## src/rtl/mem_loader_pkg.sv

```systemverilog
// mem_loader_pkg
//   Shared definitions for the memory loader: FSM state encoding, the byte
//   width of the incoming stream, and a helper that gives bytes-per-word for a
//   given data width.
package mem_loader_pkg;

  typedef enum logic [1:0] {
    IDLE    = 2'd0,
    COLLECT = 2'd1,
    WRITE   = 2'd2,
    DONE    = 2'd3
  } state_t;

  localparam int BYTE_WIDTH = 8;

  // Bytes per memory word; data_width must be a multiple of BYTE_WIDTH.
  function automatic int bpw(input int data_width);
    return data_width / BYTE_WIDTH;
  endfunction

endpackage

```

## src/rtl/mem_loader_byte_assembler.sv

```systemverilog
// mem_loader_byte_assembler
//   Packs a byte stream little-endian into DATA_WIDTH words. Each accepted
//   byte shifts in from the top, so after BPW loads the first byte sits in
//   bits [7:0] and the last in the top byte.
// Ports
//   clk        in   clock, posedge
//   rst        in   asynchronous active-low reset
//   load       in   accept byte_in this cycle
//   clear      in   restart assembly at byte 0
//   byte_in    in   8-bit data byte
//   word       out  assembled word register
//   word_full  out  the byte being loaded this cycle completes the word
module mem_loader_byte_assembler
  import mem_loader_pkg::*;
#(
  parameter int DATA_WIDTH = 32
) (
  input  logic                  clk,
  input  logic                  rst,
  input  logic                  load,
  input  logic                  clear,
  input  logic [7:0]            byte_in,
  output logic [DATA_WIDTH-1:0] word,
  output logic                  word_full
);

  localparam int BPW = bpw(DATA_WIDTH);
  localparam int CW  = (BPW > 1) ? $clog2(BPW) : 1;
  localparam logic [CW-1:0] LAST = CW'(BPW - 1);

  logic [CW-1:0]         cnt;
  logic [DATA_WIDTH-1:0] shifted;

  generate
    if (BPW == 1) begin : g_single
      assign shifted = byte_in;
    end else begin : g_shift
      assign shifted = {byte_in, word[DATA_WIDTH-1:BYTE_WIDTH]};
    end
  endgenerate

  assign word_full = load && (cnt == LAST);

  // Counter wraps to 0 on the completing byte, so the next word starts clean
  // without needing an explicit clear from the FSM.
  always_ff @(posedge clk or negedge rst) begin
    if (!rst) begin
      cnt <= '0;
    end else if (clear) begin
      cnt <= '0;
    end else if (load) begin
      cnt <= (cnt == LAST) ? '0 : cnt + 1'b1;
    end
  end

  always_ff @(posedge clk or negedge rst) begin
    if (!rst) begin
      word <= '0;
    end else if (load) begin
      word <= shifted;
    end
  end

endmodule

```

## src/rtl/mem_loader.sv

```systemverilog
// mem_loader
//   Feeds a Memory block from a byte stream: bytes arrive over valid/ready,
//   are packed little-endian into DATA_WIDTH words and written to sequential
//   addresses from 0. The load ends after the halt word is written (the halt
//   word itself is stored) or when the last address has been written.
//   Optional build macro MEM_LOADER_CHECKSUM_EN adds a running XOR of every
//   written word on port checksum.
// Ports
//   clk, rst          clock (posedge), asynchronous active-low reset
//   start             begins a load; honoured only in IDLE or DONE
//   rx_data/valid     incoming byte and its valid
//   rx_ready          byte accepted on this edge when rx_valid is also high
//   mem_address, mem_write_enable, mem_data_in   Memory write port
//   busy, done        status: collecting/writing, finished
//   overflow          memory filled without a halt word (meaningful in DONE)
//   word_count        words written in the current load
//   checksum          (MEM_LOADER_CHECKSUM_EN only) XOR of written words
module mem_loader
  import mem_loader_pkg::*;
#(
  parameter int                    DATA_WIDTH = 32,
  parameter int                    ADDR_WIDTH = 6,
  parameter logic [DATA_WIDTH-1:0] HALT_WORD  = DATA_WIDTH'(32'hFFFF_FFFF)
) (
  input  logic                  clk,
  input  logic                  rst,
  input  logic                  start,
  input  logic [7:0]            rx_data,
  input  logic                  rx_valid,
  output logic                  rx_ready,
  output logic [ADDR_WIDTH-1:0] mem_address,
  output logic                  mem_write_enable,
  output logic [DATA_WIDTH-1:0] mem_data_in,
  output logic                  busy,
  output logic                  done,
  output logic                  overflow,
  output logic [ADDR_WIDTH:0]   word_count
`ifdef MEM_LOADER_CHECKSUM_EN
  ,
  output logic [DATA_WIDTH-1:0] checksum
`endif
);

  // word_count value at which the write in progress fills the last address.
  localparam logic [ADDR_WIDTH:0] LAST_IDX = {1'b0, {ADDR_WIDTH{1'b1}}};

  state_t                state, state_nx;
  logic [DATA_WIDTH-1:0] asm_word;
  logic                  word_full;
  logic                  start_load;
  logic                  byte_load;
  logic                  is_halt;
  logic                  mem_full;
  logic [ADDR_WIDTH-1:0] addr_q;
  logic [DATA_WIDTH-1:0] data_q;

  assign start_load = start && ((state == IDLE) || (state == DONE));
  assign byte_load  = rx_valid && rx_ready;
  assign is_halt    = (asm_word == HALT_WORD);
  assign mem_full   = (word_count == LAST_IDX);

  mem_loader_byte_assembler #(
    .DATA_WIDTH (DATA_WIDTH)
  ) u_byte_assembler (
    .clk       (clk),
    .rst       (rst),
    .load      (byte_load),
    .clear     (start_load),
    .byte_in   (rx_data),
    .word      (asm_word),
    .word_full (word_full)
  );

  always_ff @(posedge clk or negedge rst) begin
    if (!rst) begin
      state <= IDLE;
    end else begin
      state <= state_nx;
    end
  end

  always_comb begin
    state_nx         = state;
    rx_ready         = 1'b0;
    mem_write_enable = 1'b0;
    busy             = 1'b0;
    done             = 1'b0;
    case (state)
      IDLE: begin
        if (start) state_nx = COLLECT;
      end
      COLLECT: begin
        rx_ready = 1'b1;
        busy     = 1'b1;
        if (word_full) state_nx = WRITE;
      end
      WRITE: begin
        mem_write_enable = 1'b1;
        busy             = 1'b1;
        state_nx         = (is_halt || mem_full) ? DONE : COLLECT;
      end
      DONE: begin
        done = 1'b1;
        if (start) state_nx = COLLECT;
      end
      default: state_nx = IDLE;
    endcase
  end

  // The Memory port shows the live address/word during WRITE and keeps
  // presenting the last written pair afterwards.
  assign mem_address = (state == WRITE) ? word_count[ADDR_WIDTH-1:0] : addr_q;
  assign mem_data_in = (state == WRITE) ? asm_word : data_q;

  always_ff @(posedge clk or negedge rst) begin
    if (!rst) begin
      word_count <= '0;
      overflow   <= 1'b0;
      addr_q     <= '0;
      data_q     <= '0;
    end else if (start_load) begin
      word_count <= '0;
      overflow   <= 1'b0;
    end else if (state == WRITE) begin
      word_count <= word_count + 1'b1;
      overflow   <= !is_halt && mem_full;
      addr_q     <= word_count[ADDR_WIDTH-1:0];
      data_q     <= asm_word;
    end
  end

`ifdef MEM_LOADER_CHECKSUM_EN
  always_ff @(posedge clk or negedge rst) begin
    if (!rst) begin
      checksum <= '0;
    end else if (start_load) begin
      checksum <= '0;
    end else if (state == WRITE) begin
      checksum <= checksum ^ asm_word;
    end
  end
`endif

endmodule

```

## config.mk

```make
export PLATFORM = sky130hd
export DESIGN_NAME = mem_loader
export DESIGN_NICKNAME = d
export VERILOG_FILES = /design/src/rtl/mem_loader_pkg.sv /design/src/rtl/mem_loader_byte_assembler.sv /design/src/rtl/mem_loader.sv
export SDC_FILE = /design/constraint.sdc
export NUM_CORES = 1
export LEC_CHECK = 0
export CAP_MARGIN = 40
export CORE_UTILIZATION = 25
export DETAILED_ROUTE_END_ITERATION = 10
export PLACE_DENSITY = 0.54
export SKIP_CTS_REPAIR_TIMING = 1
export SYNTH_ARGS = -nofsm -noshare
export SYNTH_HDL_FRONTEND = slang
export SYNTH_SLANG_ARGS = --single-unit
```

## constraint.sdc

```tcl
create_clock -name clk -period 2.1 [get_ports clk]
set_clock_uncertainty 0.1 [all_clocks]
set_input_delay 0.315 -clock clk [delete_from_list [all_inputs] [get_ports clk]]
set_output_delay 0.315 -clock clk [all_outputs]
set_load 0.03 [all_outputs]
```

After elaboration in Yosys (flattened, before gate mapping)

Index checks and enable logic that the tools add are counted.

Flip-flop bits (word level): 82
Bits in latches: 0
Memory bits (writable): 0
Memory bits (read-only): 0
Word-level logic and storage cells: 47
Memories kept: 0

Add/subtract/negate cells: 2
Multiply operators: 0
Div/mod/pow operators: 0
Magnitude comparators: 0
Equality and inequality tests: 8
Shift-type cells: 0
Mux-type cells: 17
Bitwise gates (word level): 0
Reduce and logical (&&, ||, !) cells: 13

Operator list:

| kind                                                                  | count |
|---|---|
| 32-bit equality test, second input constant                           | 1 |
| 32-bit 2-to-1 mux                                                     | 1 |
| 7-bit 2-to-1 mux                                                      | 2 |
| 2-bit 2-to-1 mux                                                      | 6 |
| 7-bit by 1-bit adder with 7-bit output, second input constant         | 1 |
| 7-bit by 6-bit equality test with 1-bit output, second input constant | 1 |
| 2-bit equality test, second input constant                            | 3 |
| 1-bit 2-to-1 mux                                                      | 6 |
| 6-bit 2-to-1 mux                                                      | 1 |
| 2-bit case mux with 3 select lines                                    | 1 |
| 1-bit logical AND                                                     | 4 |
| 2-bit by 1-bit != test with 1-bit output, second input constant       | 2 |
| 2-bit nonzero test                                                    | 2 |
| 2-bit OR reduction                                                    | 2 |
| 2-bit by 1-bit adder with 2-bit output, second input constant         | 1 |
| 2-bit by 1-bit equality test with 1-bit output, second input constant | 1 |
| 2-bit zero test                                                       | 1 |
| 1-bit logical OR                                                      | 2 |
| 2-bit AND reduction                                                   | 1 |
| 1-bit zero test                                                       | 1 |

Logic depth before layout (Yosys ltp)

Gate-level depths: netlist of run 1.

Depth in word-level cells: 6
Mapped depth: 7
Mapped depth without buffers: 6

Hierarchy

A second synthesis of run 1 with hierarchy kept.

Cell total of the unflattened synthesis: 268
Area total of the unflattened synthesis: 3,842.4 sq um

Modules (own cells, without submodules):

| module                    | instances | cells each | area an instance (sq um) | seq. area each (sq um) |
|---|---|---|---|---|
| mem_loader                | 1         | 191        | 2,537.4                  | 1,201.2 |
| mem_loader_byte_assembler | 1         | 77         | 1,305.0                  | 850.8 |

Least setup slack after synthesis of run 1

Ideal clock, no wire load.

Path kind: reg2out
Start point: reg state[0]
End point: out mem_data_in[10]
Data arrival time: 1,566 ps
Data required time: 1,685 ps
Path slack: 119 ps
Stages on the path, launching flop included: 6
Cell sequence: dfrtp_1 inv_1 ha_1 buf_6 buf_6 mux2_2

Word-level cells in the longest chain between the ends: 2

RTL lines:

| what                   | RTL line          | RTL |
|---|---|---|
| from (decl)            | mem_loader.sv:47  | `state_t state, state_nx;` |
| from (signal assigned) | mem_loader.sv:78  | `state <= state_nx;` |
| 2-bit equality test    | mem_loader.sv:113 | `assign mem_data_in = (state == WRITE) ? asm_word : data_q;` |
| 32-bit 2-to-1 mux      | -                 |  |
| to (decl)              | mem_loader.sv:33  | `output logic [DATA_WIDTH-1:0] mem_data_in,` |

Every way passes these cells.

Worst setup path after layout of run 1

Start point: reg state[1]
End point: out mem_data_in[16]

Same word-level chain as after synthesis.

==> tab_implementation.tex, run 1 <==
\begin{tabular}{lr}
\hline
Metric & Value \\
\hline
\multicolumn{2}{l}{\textbf{Detailed routing}} \\
Total wire length after detailed routing & approximately 10000 um \\
Total via count in the routed design & 2790 \\
DR pass1 iterations & 7 \\
Number of DRC markers in iteration 0 & between 100 and 150 \\
Post-route DRC & 6 \\
Antenna viol nets, final & 0 \\
Routed len/inst & $\sim$16 um \\
Vias per Instance & roughly 4.5 \\
\multicolumn{2}{l}{\textbf{Critical path}} \\
Worst Setup EP & mem\_data\_in[16] \\
Setup slack, reg-to-reg & 160 ps \\
Most Frequent Cell on Critical Path & sky130\_fd\_sc\_hd\_\_buf\_6 \\
Launching point of the worst reg2reg path & state[0] \\
Crit path kind & flip-flop to output port \\
Crit-path max FO & 5 \\
Reg-to-reg endpoint & overflow \\
CP arrival & $\sim$1800 ps \\
Series of cell instances along the critical path & ha\_4 -> buf\_6 -> buf\_8 -> clkbuf\_16 -> mux2\_4 -> buf\_6 \\
Worst setup EP type & output port \\
Crit path launch & state[1] \\
CP required & about 1700 ps \\
Worst Setup Start Kind & flip-flop \\
Reg2reg path depth & 9 \\
Maximum single-stage delay on the critical path & a little over 400 ps \\
Slowest CP cell & sky130\_fd\_sc\_hd\_\_dfrtp\_1 \\
\multicolumn{2}{l}{\textbf{Synth}} \\
EDFF count, synth & 0 \\
Post-Synthesis Net Count & 361 \\
Area contributors post-synth & sky130\_fd\_sc\_hd\_\_dfrtp\_1, sky130\_fd\_sc\_hd\_\_mux2\_2, sky130\_fd\_sc\_hd\_\_nor2\_1 \\
Yosys top cell by area & sky130\_fd\_sc\_hd\_\_dfrtp\_1 \\
Number of distinct library cells after synthesis & 28 \\
Average cell area after synthesis & approximately 11 um\^{}2 \\
Most numerous cell in the Yosys netlist & sky130\_fd\_sc\_hd\_\_nor2\_1 \\
Top cell type's share of synthesized area & a little over half \\
Post-synthesis instance area & 0.003780 mm\^{}2 \\
Post-synthesis sequential element count & 82 \\
Portion of the post-synthesis area used by sequential elements & a little over half \\
Synth cell count leaders & sky130\_fd\_sc\_hd\_\_nor2\_1, sky130\_fd\_sc\_hd\_\_dfrtp\_1, sky130\_fd\_sc\_hd\_\_mux2\_2, sky130\_fd\_sc\_hd\_\_buf\_2 \\
Async set-or-reset flop fraction in the synthesized netlist & between 90\% and 100\% \\
Number of synthesis warnings & 0 \\
Cell count after synthesis & roughly 340 \\
Most used DFF post-synth & sky130\_fd\_sc\_hd\_\_dfrtp\_1 \\
\multicolumn{2}{l}{\textbf{Pwr}} \\
Internal power summed over all cells & approximately 4.9 mW \\
Sequential cell fraction of total power & 34.1\% \\
Switching part of the total power & around two fifths \\
Total power density per cell area & between 1500 and 2000 mW/mm\^{}2 \\
Net switching component of the power & slightly above 3 mW \\
Power after layout & just over 8 mW \\
VDD IR-drop max & 0.7441 mV \\
Leakage power summed over all cells & 2.286 nW \\
Clock network fraction of total power & between 15 and 20\% \\
Comb power frac & 46.6\% \\
\multicolumn{2}{l}{\textbf{Clocking}} \\
Sinks on Clock Net & slightly above 80 \\
CTS tree & done \\
Clock-pin slew of the registers on the worst-case setup and hold paths & about 60 ps \\
Inserted Clock Buffers & 9 \\
Root buffer selected by CTS & sky130\_fd\_sc\_hd\_\_clkbuf\_16 \\
Insertion delay to the later sink of the worst-skew pair & around 340 ps \\
Maximum level of the CTS H-tree & 3 \\
Worst-case clock buffer depth & 2 \\
\multicolumn{2}{l}{\textbf{STA}} \\
Worst slew pin tran & 409.8 ps \\
Setup repair after global routing missed its margin & true \\
Worst Hold Margin & roughly 360 ps \\
Sum of negative setup slack & -2230 ps \\
Final period util & 105.8\% \\
Slack of the critical path & -121.9 ps \\
Final Critical Period & $\sim$2200 ps \\
Top achievable clock speed & approximately 450 MHz \\
Count of final setup violators & 32 \\
Final Max Tran Viols & 0 \\
Worst slew margin relative to its limit & just over 70\% \\
Hold Fails Final Rpt & 0 \\
\multicolumn{2}{l}{\textbf{Finish}} \\
N\_diodes & 0 \\
Count of fill cells added during filler insertion & 1436 \\
Final \#Nets & $\sim$450 \\
Layout Area Growth over Synthesis & 40.62\% \\
Share of cells above drive strength 1 & between 30\% and 40\% \\
Final standard cell area without fillers & 0.005315 mm\^{}2 \\
\multicolumn{2}{l}{\textbf{Die}} \\
Die Height & approximately 120 um \\
Cell row count & 44 \\
Starting Density & approximately a quarter \\
Count of pins on the block boundary & 62 \\
Overall die area & 0.01562 mm\^{}2 \\
Die X & about 120 um \\
Core area & about 0.015 mm\^{}2 \\
\multicolumn{2}{l}{\textbf{Global routing}} \\
Global-route wire length before repair & roughly 15000 um \\
Total overflow reported by the global router & 0 \\
Initial antenna violation count & 0 \\
Maximum number of pins on one net before global-route repair & 39 \\
Overall Global Routing Usage & roughly an eighth \\
Number of global-route vias before repair & 2835 \\
\multicolumn{2}{l}{\textbf{Placed design}} \\
Final weighted congestion in routability-driven placement & just under 0.7 \\
Post-detail-place hpwl & 6329 um \\
Setup WS pre-CTS & -94.55 ps \\
Port-buffer cells & a little over 60 \\
Post-detailed-placement cell area & 0.004693 mm\^{}2 \\
\multicolumn{2}{l}{\textbf{Status}} \\
Run status & finished with violations \\
Violated checks & design-rule violations, negative setup slack \\
\multicolumn{2}{l}{\textbf{Min path}} \\
Tightest Hold Check Type & input port to asynchronous set/reset pin \\
\multicolumn{2}{l}{\textbf{Run}} \\
Maxcap violations & 0 \\
\hline
\end{tabular}
## sequential cells by signal, indices dropped and copies added, names as in the netlist
| signal | count |
|---|---|
| data_q | 32 |
| word_count | 7 |
| u_byte_assembler.word | 32 |
| u_byte_assembler.cnt | 2 |
| state | 2 |
| overflow | 1 |
| addr_q | 6 |
## power groups by stage
stage / Clock [mW] / Sequential, mW / Combinational, mW
2_1_floorplan: 0 / 2.58 / 2.26
3_3_place_gp: 0 / 2.72 / 3.39
3_5_place_dp: 0 / 2.76 / 3.46
4_1_cts: 1.59 / 2.73 / 3.47
5_1_grt: 1.65 / 2.84 / 4.04
6_report: 1.55 / 2.75 / 3.75
## worst min path at each step
| stage | depth (start not counted) | end |
|---|---|---|
| detailed placement | 1 | data_q[10] |
| global route | 2 | data_q[11] |
| global placement | 1 | data_q[10] |
| floorplan | 0 | addr_q[0] |
| CTS | 1 | data_q[10] |
| finish | 2 | data_q[10] |
## layout make-up
cell class,instances,area [um^2],area share [%]
Inverter,3,11.26,0.2119
Clock inverter,5,55.05,1.036
Clock buffer,11,232.7,4.379
Tap cell,184,230.2,4.331
Timing Repair Buffer,93,1003,18.88
Sequential cell,82,2052,38.61
Multi-Input combinational cell,242,1730,32.56
## critical path, delay by kind of cell (launching register included)
kind | cells | cell delay (ps)
fa+ha+maj | 1 | 190
buf+inv | 4 | 550
flops | 1 | 410
mux | 1 | 320
## kinds of logic (layout without fill, tap and decap cells)
family	after synthesis	in the layout	synth area share (%)
xor gates and xnor gates	5	5	1.159
DFF	82	82	54.29
adders and majority gates	5	5	1.655
AOI/OAI and AO/OA	13	13	1.986
buffers and inverters	20	112	3.144
and+or+nand+nor	147	147	16.35
muxes	72	72	21.42
## layout by cell type, fill, tap and decap left out, types with 2 or more instances in the layout
master / netlist / layout
sky130_fd_sc_hd__a21oi_1: 5 / 5
sky130_fd_sc_hd__and2_1: 2 / 2
sky130_fd_sc_hd__buf_12: 0 / 7
sky130_fd_sc_hd__buf_2: 11 / 8
sky130_fd_sc_hd__buf_4: 0 / 19
sky130_fd_sc_hd__buf_6: 4 / 32
sky130_fd_sc_hd__buf_8: 0 / 2
sky130_fd_sc_hd__clkbuf_1: 1 / 2
sky130_fd_sc_hd__clkbuf_16: 0 / 11
sky130_fd_sc_hd__clkdlybuf4s50_1: 0 / 18
sky130_fd_sc_hd__clkinv_2: 0 / 2
sky130_fd_sc_hd__clkinvlp_4: 0 / 2
sky130_fd_sc_hd__dfrtp_1: 82 / 82
sky130_fd_sc_hd__dlymetal6s2s_1: 0 / 4
sky130_fd_sc_hd__ha_1: 5 / 4
sky130_fd_sc_hd__inv_1: 3 / 2
sky130_fd_sc_hd__mux2_2: 71 / 42
sky130_fd_sc_hd__mux2_4: 0 / 29
sky130_fd_sc_hd__nand2_1: 8 / 8
sky130_fd_sc_hd__nand4_1: 8 / 8
sky130_fd_sc_hd__nand4_2: 2 / 2
sky130_fd_sc_hd__nor2_1: 120 / 120
sky130_fd_sc_hd__o21ai_0: 5 / 5
sky130_fd_sc_hd__xnor2_1: 2 / 2
sky130_fd_sc_hd__xor2_1: 3 / 3
## layer usage
layer  share of wire (%)  vias to the layer above  global-route usage [%]
met2                  48                       52                   20.31
li1                    -                     1332                       -
met1                  46                     1396                   16.18
met5                   0                        -                       0
met3                 4.3                       10                   4.065
met4                 1.2                        0                   4.089
## per-stage QoR
| step | utilization (%) | std cells |
|---|---|---|
| after floorplan | - | 344 |
| after global placement | 32.05 | 593 |
| after detailed placement | 32.05 | 593 |
| after CTS | 34.01 | 609 |
| after global routing | 36.30 | 620 |
| final | 36.30 | 620 |
No activity file was read; power rests on OpenSTA's default activity.
==> run 2: changes to the inputs <==
==> constraint.sdc (replaced) <==
create_clock -name clk -period 2.1 [get_ports clk]
set_clock_uncertainty 0.1 [all_clocks]
set_input_delay 0.42 -clock clk [delete_from_list [all_inputs] [get_ports clk]]
set_output_delay 0.42 -clock clk [all_outputs]
set_load 0.03 [all_outputs]
==> run 2 against run 1 <==
The flow still finishes with violations (design-rule violations, negative setup slack). Non-clock buffer count is 5 higher. Clock power rose by 13%. Cell count up 0.81%. Sequential power about the same. Flip-flop and latch count did not move. Critical endpoint is now mem_data_in[6]. Largest power group unchanged.
==> tab_implementation.tex, run 2 (synthesis gave the netlist of run 1 again) <==
\begin{tabular}{lr}
\hline
Metric & Value \\
\hline
\multicolumn{2}{l}{\textbf{Global routing}} \\
Number of global-route vias before repair & 2732 (-3.6\%) \\
Initial antenna violation count & 0 (unchanged) \\
Maximum number of pins on one net before global-route repair & 39 (unchanged) \\
Overall Global Routing Usage & 12.74\% (+0.074 points) \\
Total overflow reported by the global router & 0 (unchanged) \\
Global-route wire length before repair & 15310 um (-0.53\%) \\
\multicolumn{2}{l}{\textbf{STA}} \\
Final Critical Period & 2341 ps (+118.9 ps) \\
Slack of the critical path & -240.8 ps (-118.9 ps) \\
Final Max Tran Viols & 0 (unchanged) \\
Worst slew pin tran & 417.6 ps (+7.802 ps) \\
Top achievable clock speed & 427.2 MHz (-5.1\%) \\
Worst slew margin relative to its limit & 71.93\% (-0.75 points) \\
Hold Fails Final Rpt & 0 (unchanged) \\
Worst Hold Margin & 409.6 ps (+53.35 ps) \\
Setup repair after global routing missed its margin & true \\
Count of final setup violators & 38 (+19\%) \\
Final period util & 111.5\% (+5.7 points) \\
Sum of negative setup slack & -6003 ps (-3773 ps) \\
\multicolumn{2}{l}{\textbf{Critical path}} \\
Setup slack, reg-to-reg & 150 ps (about the same) \\
Crit path kind & flip-flop to output port \\
Worst path top cell family by delay & buffers and inverters \\
Reg2reg path depth & 7 (-2) \\
Slowest CP cell & sky130\_fd\_sc\_hd\_\_dfrtp\_1 \\
CP arrival & 1820 ps (about the same) \\
Series of cell instances along the critical path & ha\_4 -> buf\_6 -> buf\_8 -> clkbuf\_16 -> mux2\_4 -> buf\_6 \\
Worst Setup Start Kind & flip-flop \\
Maximum single-stage delay on the critical path & 410 ps (about the same) \\
Reg-to-reg endpoint & u\_byte\_assembler.word[7] \\
Most Frequent Cell on Critical Path & sky130\_fd\_sc\_hd\_\_buf\_6 \\
Count of buffer and inverter cells on the critical path & 4 (unchanged) \\
Launching point of the worst reg2reg path & state[0] \\
Crit-path max FO & 5 (unchanged) \\
CP required & 1580 ps (-100 ps) \\
Worst setup EP type & output port \\
\multicolumn{2}{l}{\textbf{Finish}} \\
Share of cells above drive strength 1 & 37.87\% (+1.2 points) \\
Biggest registers after layout & data\_q x32, u\_byte\_assembler.word x32, word\_count x7 \\
Layout Area Growth over Synthesis & 45.32\% \\
Final standard cell area without fillers & 0.005493 mm\^{}2 (+3.3\%) \\
Count of fill cells added during filler insertion & 1438 (+0.14\%) \\
Final \#Nets & 453 (+1.1\%) \\
Footprint of the multi-input gates & 0.001765 mm\^{}2 (+2.0\%) \\
N\_diodes & 0 (unchanged) \\
Area used by sequential logic in the layout & 0.002052 mm\^{}2 (unchanged) \\
Leading cell type in the layout, fill and taps excluded & sky130\_fd\_sc\_hd\_\_nor2\_1 \\
Most frequent cells in the layout & sky130\_fd\_sc\_hd\_\_nor2\_1, sky130\_fd\_sc\_hd\_\_dfrtp\_1, sky130\_fd\_sc\_hd\_\_buf\_6, sky130\_fd\_sc\_hd\_\_mux2\_4, sky130\_fd\_sc\_hd\_\_mux2\_2 \\
\multicolumn{2}{l}{\textbf{Clocking}} \\
Insertion delay to the later sink of the worst-skew pair & 340 ps (about the same) \\
Root buffer selected by CTS & sky130\_fd\_sc\_hd\_\_clkbuf\_16 \\
CTS tree & done \\
Clock-pin slew of the registers on the worst-case setup and hold paths & 60 ps (about the same) \\
Maximum level of the CTS H-tree & 3 (unchanged) \\
Worst-case clock buffer depth & 2 (unchanged) \\
Inserted Clock Buffers & 9 (unchanged) \\
Sinks on Clock Net & 82 (unchanged) \\
\multicolumn{2}{l}{\textbf{Status}} \\
Run status & finished with violations \\
Violated checks & design-rule violations, negative setup slack \\
\multicolumn{2}{l}{\textbf{Min path}} \\
Hold path start & addr\_q[0] \\
Worst hold path cell count & 1 \\
Worst Hold End & addr\_q[0] \\
Tightest Hold Check Type & flip-flop to flip-flop \\
\multicolumn{2}{l}{\textbf{Detailed routing}} \\
Total wire length after detailed routing & 9865 um (+1.1\%) \\
Antenna viol nets, final & 0 (unchanged) \\
DR pass1 iterations & 9 (+2) \\
Post-route DRC & 6 (unchanged) \\
Vias per Instance & 4.443 (-1.3\%) \\
Routed len/inst & 15.78 um (+0.34\%) \\
Number of DRC markers in iteration 0 & 155 (+14\%) \\
Total via count in the routed design & 2777 (-0.47\%) \\
\multicolumn{2}{l}{\textbf{Run}} \\
Maxcap violations & 0 (unchanged) \\
\multicolumn{2}{l}{\textbf{Die}} \\
Cell row count & 44 (unchanged) \\
Die X & 125.0 um (unchanged) \\
Overall die area & 0.01562 mm\^{}2 (unchanged) \\
Core area & 0.01464 mm\^{}2 (unchanged) \\
Die Height & 125.0 um (unchanged) \\
Count of pins on the block boundary & 62 (unchanged) \\
Starting Density & 25.81\% (unchanged) \\
\multicolumn{2}{l}{\textbf{Placed design}} \\
Post-detailed-placement cell area & 0.004708 mm\^{}2 (+0.32\%) \\
Post-detail-place hpwl & 6356 um (+0.42\%) \\
Final weighted congestion in routability-driven placement & 0.6996 (+1.4\%) \\
Port-buffer cells & 61 (unchanged) \\
Setup WS pre-CTS & -194.2 ps (-99.69 ps) \\
\multicolumn{2}{l}{\textbf{Pwr}} \\
VDD IR-drop max & 0.6708 mV (-9.9\%) \\
Total power density per cell area & 1495 mW/mm\^{}2 (-1.3\%) \\
Leakage power summed over all cells & 2.412 nW (+5.5\%) \\
\hline
\end{tabular}
-- run 2: cell count changes in the layout (fill, tap and decap cells not counted), sizes merged --
cell / before / now
inv: 3 / 4
clkinv: 2 / 1
buf: 68 / 73
clkdlybuf4s50: 18 / 17
clkinvlp: 2 / 1
dlymetal6s2s: 4 / 5
bufinv: 1 / 2
-- run 2: worst reg2reg max path, stage by stage (launching register included) --
cell	delay [ps]
sky130_fd_sc_hd__dfrtp_1	380
sky130_fd_sc_hd__buf_4	130
sky130_fd_sc_hd__buf_4	130
sky130_fd_sc_hd__ha_1	220
sky130_fd_sc_hd__buf_4	150
sky130_fd_sc_hd__nand2_1	100
sky130_fd_sc_hd__buf_12	230
sky130_fd_sc_hd__mux2_2	390
-- run 2: how the worst max path moves through the flow --
stage	cells after the start	startpoint	slack, ps	to
after global routing	6	state[1]	-290	mem_data_in[6]
after detailed placement	5	state[0]	-190	mem_data_in[25]
after floorplan	5	state[0]	10	mem_data_in[10]
after global placement	5	state[0]	-180	mem_data_in[25]
final	6	state[1]	-240	mem_data_in[6]
after CTS	5	state[0]	-570	mem_data_in[25]
-- run 2: routing by layer --
layer,vias to the layer above,global-route usage [%],part of all wire [%]
met1,1387,16.63,47
li1,1335,-,-
met2,45,20.05,47
met3,10,3.423,4.0
met5,-,0,0
met4,0,5.165,1.6
-- run 2: final cells by class --
| class | instances | share of cell area (%) |
|---|---|---|
| clock buffer | 11 | 4.419 |
| inverter | 3 | 0.2050 |
| tap | 184 | 4.191 |
| timing repair buffer | 98 | 20.14 |
| clock inverter | 5 | 1.549 |
| sequential | 82 | 37.36 |
| multi-input combinational | 242 | 32.14 |
-- run 2: through the flow --
step,power [mW],utilization (%),std cells
2_1_floorplan,4.841,-,344
3_3_place_gp,5.963,32.15,595
3_5_place_dp,6.063,32.15,595
4_1_cts,7.837,34.39,611
5_1_grt,8.687,37.51,625
6_report,8.212,37.51,625
-- run 2: power breakdown --
| group | total (mW) | internal [mW] | switching, mW |
|---|---|---|---|
| combinational | 3.74 | 1.85 | 1.89 |
| clock | 1.75 | 1.08 | 0.665 |
| sequential | 2.73 | 2.21 | 0.521 |
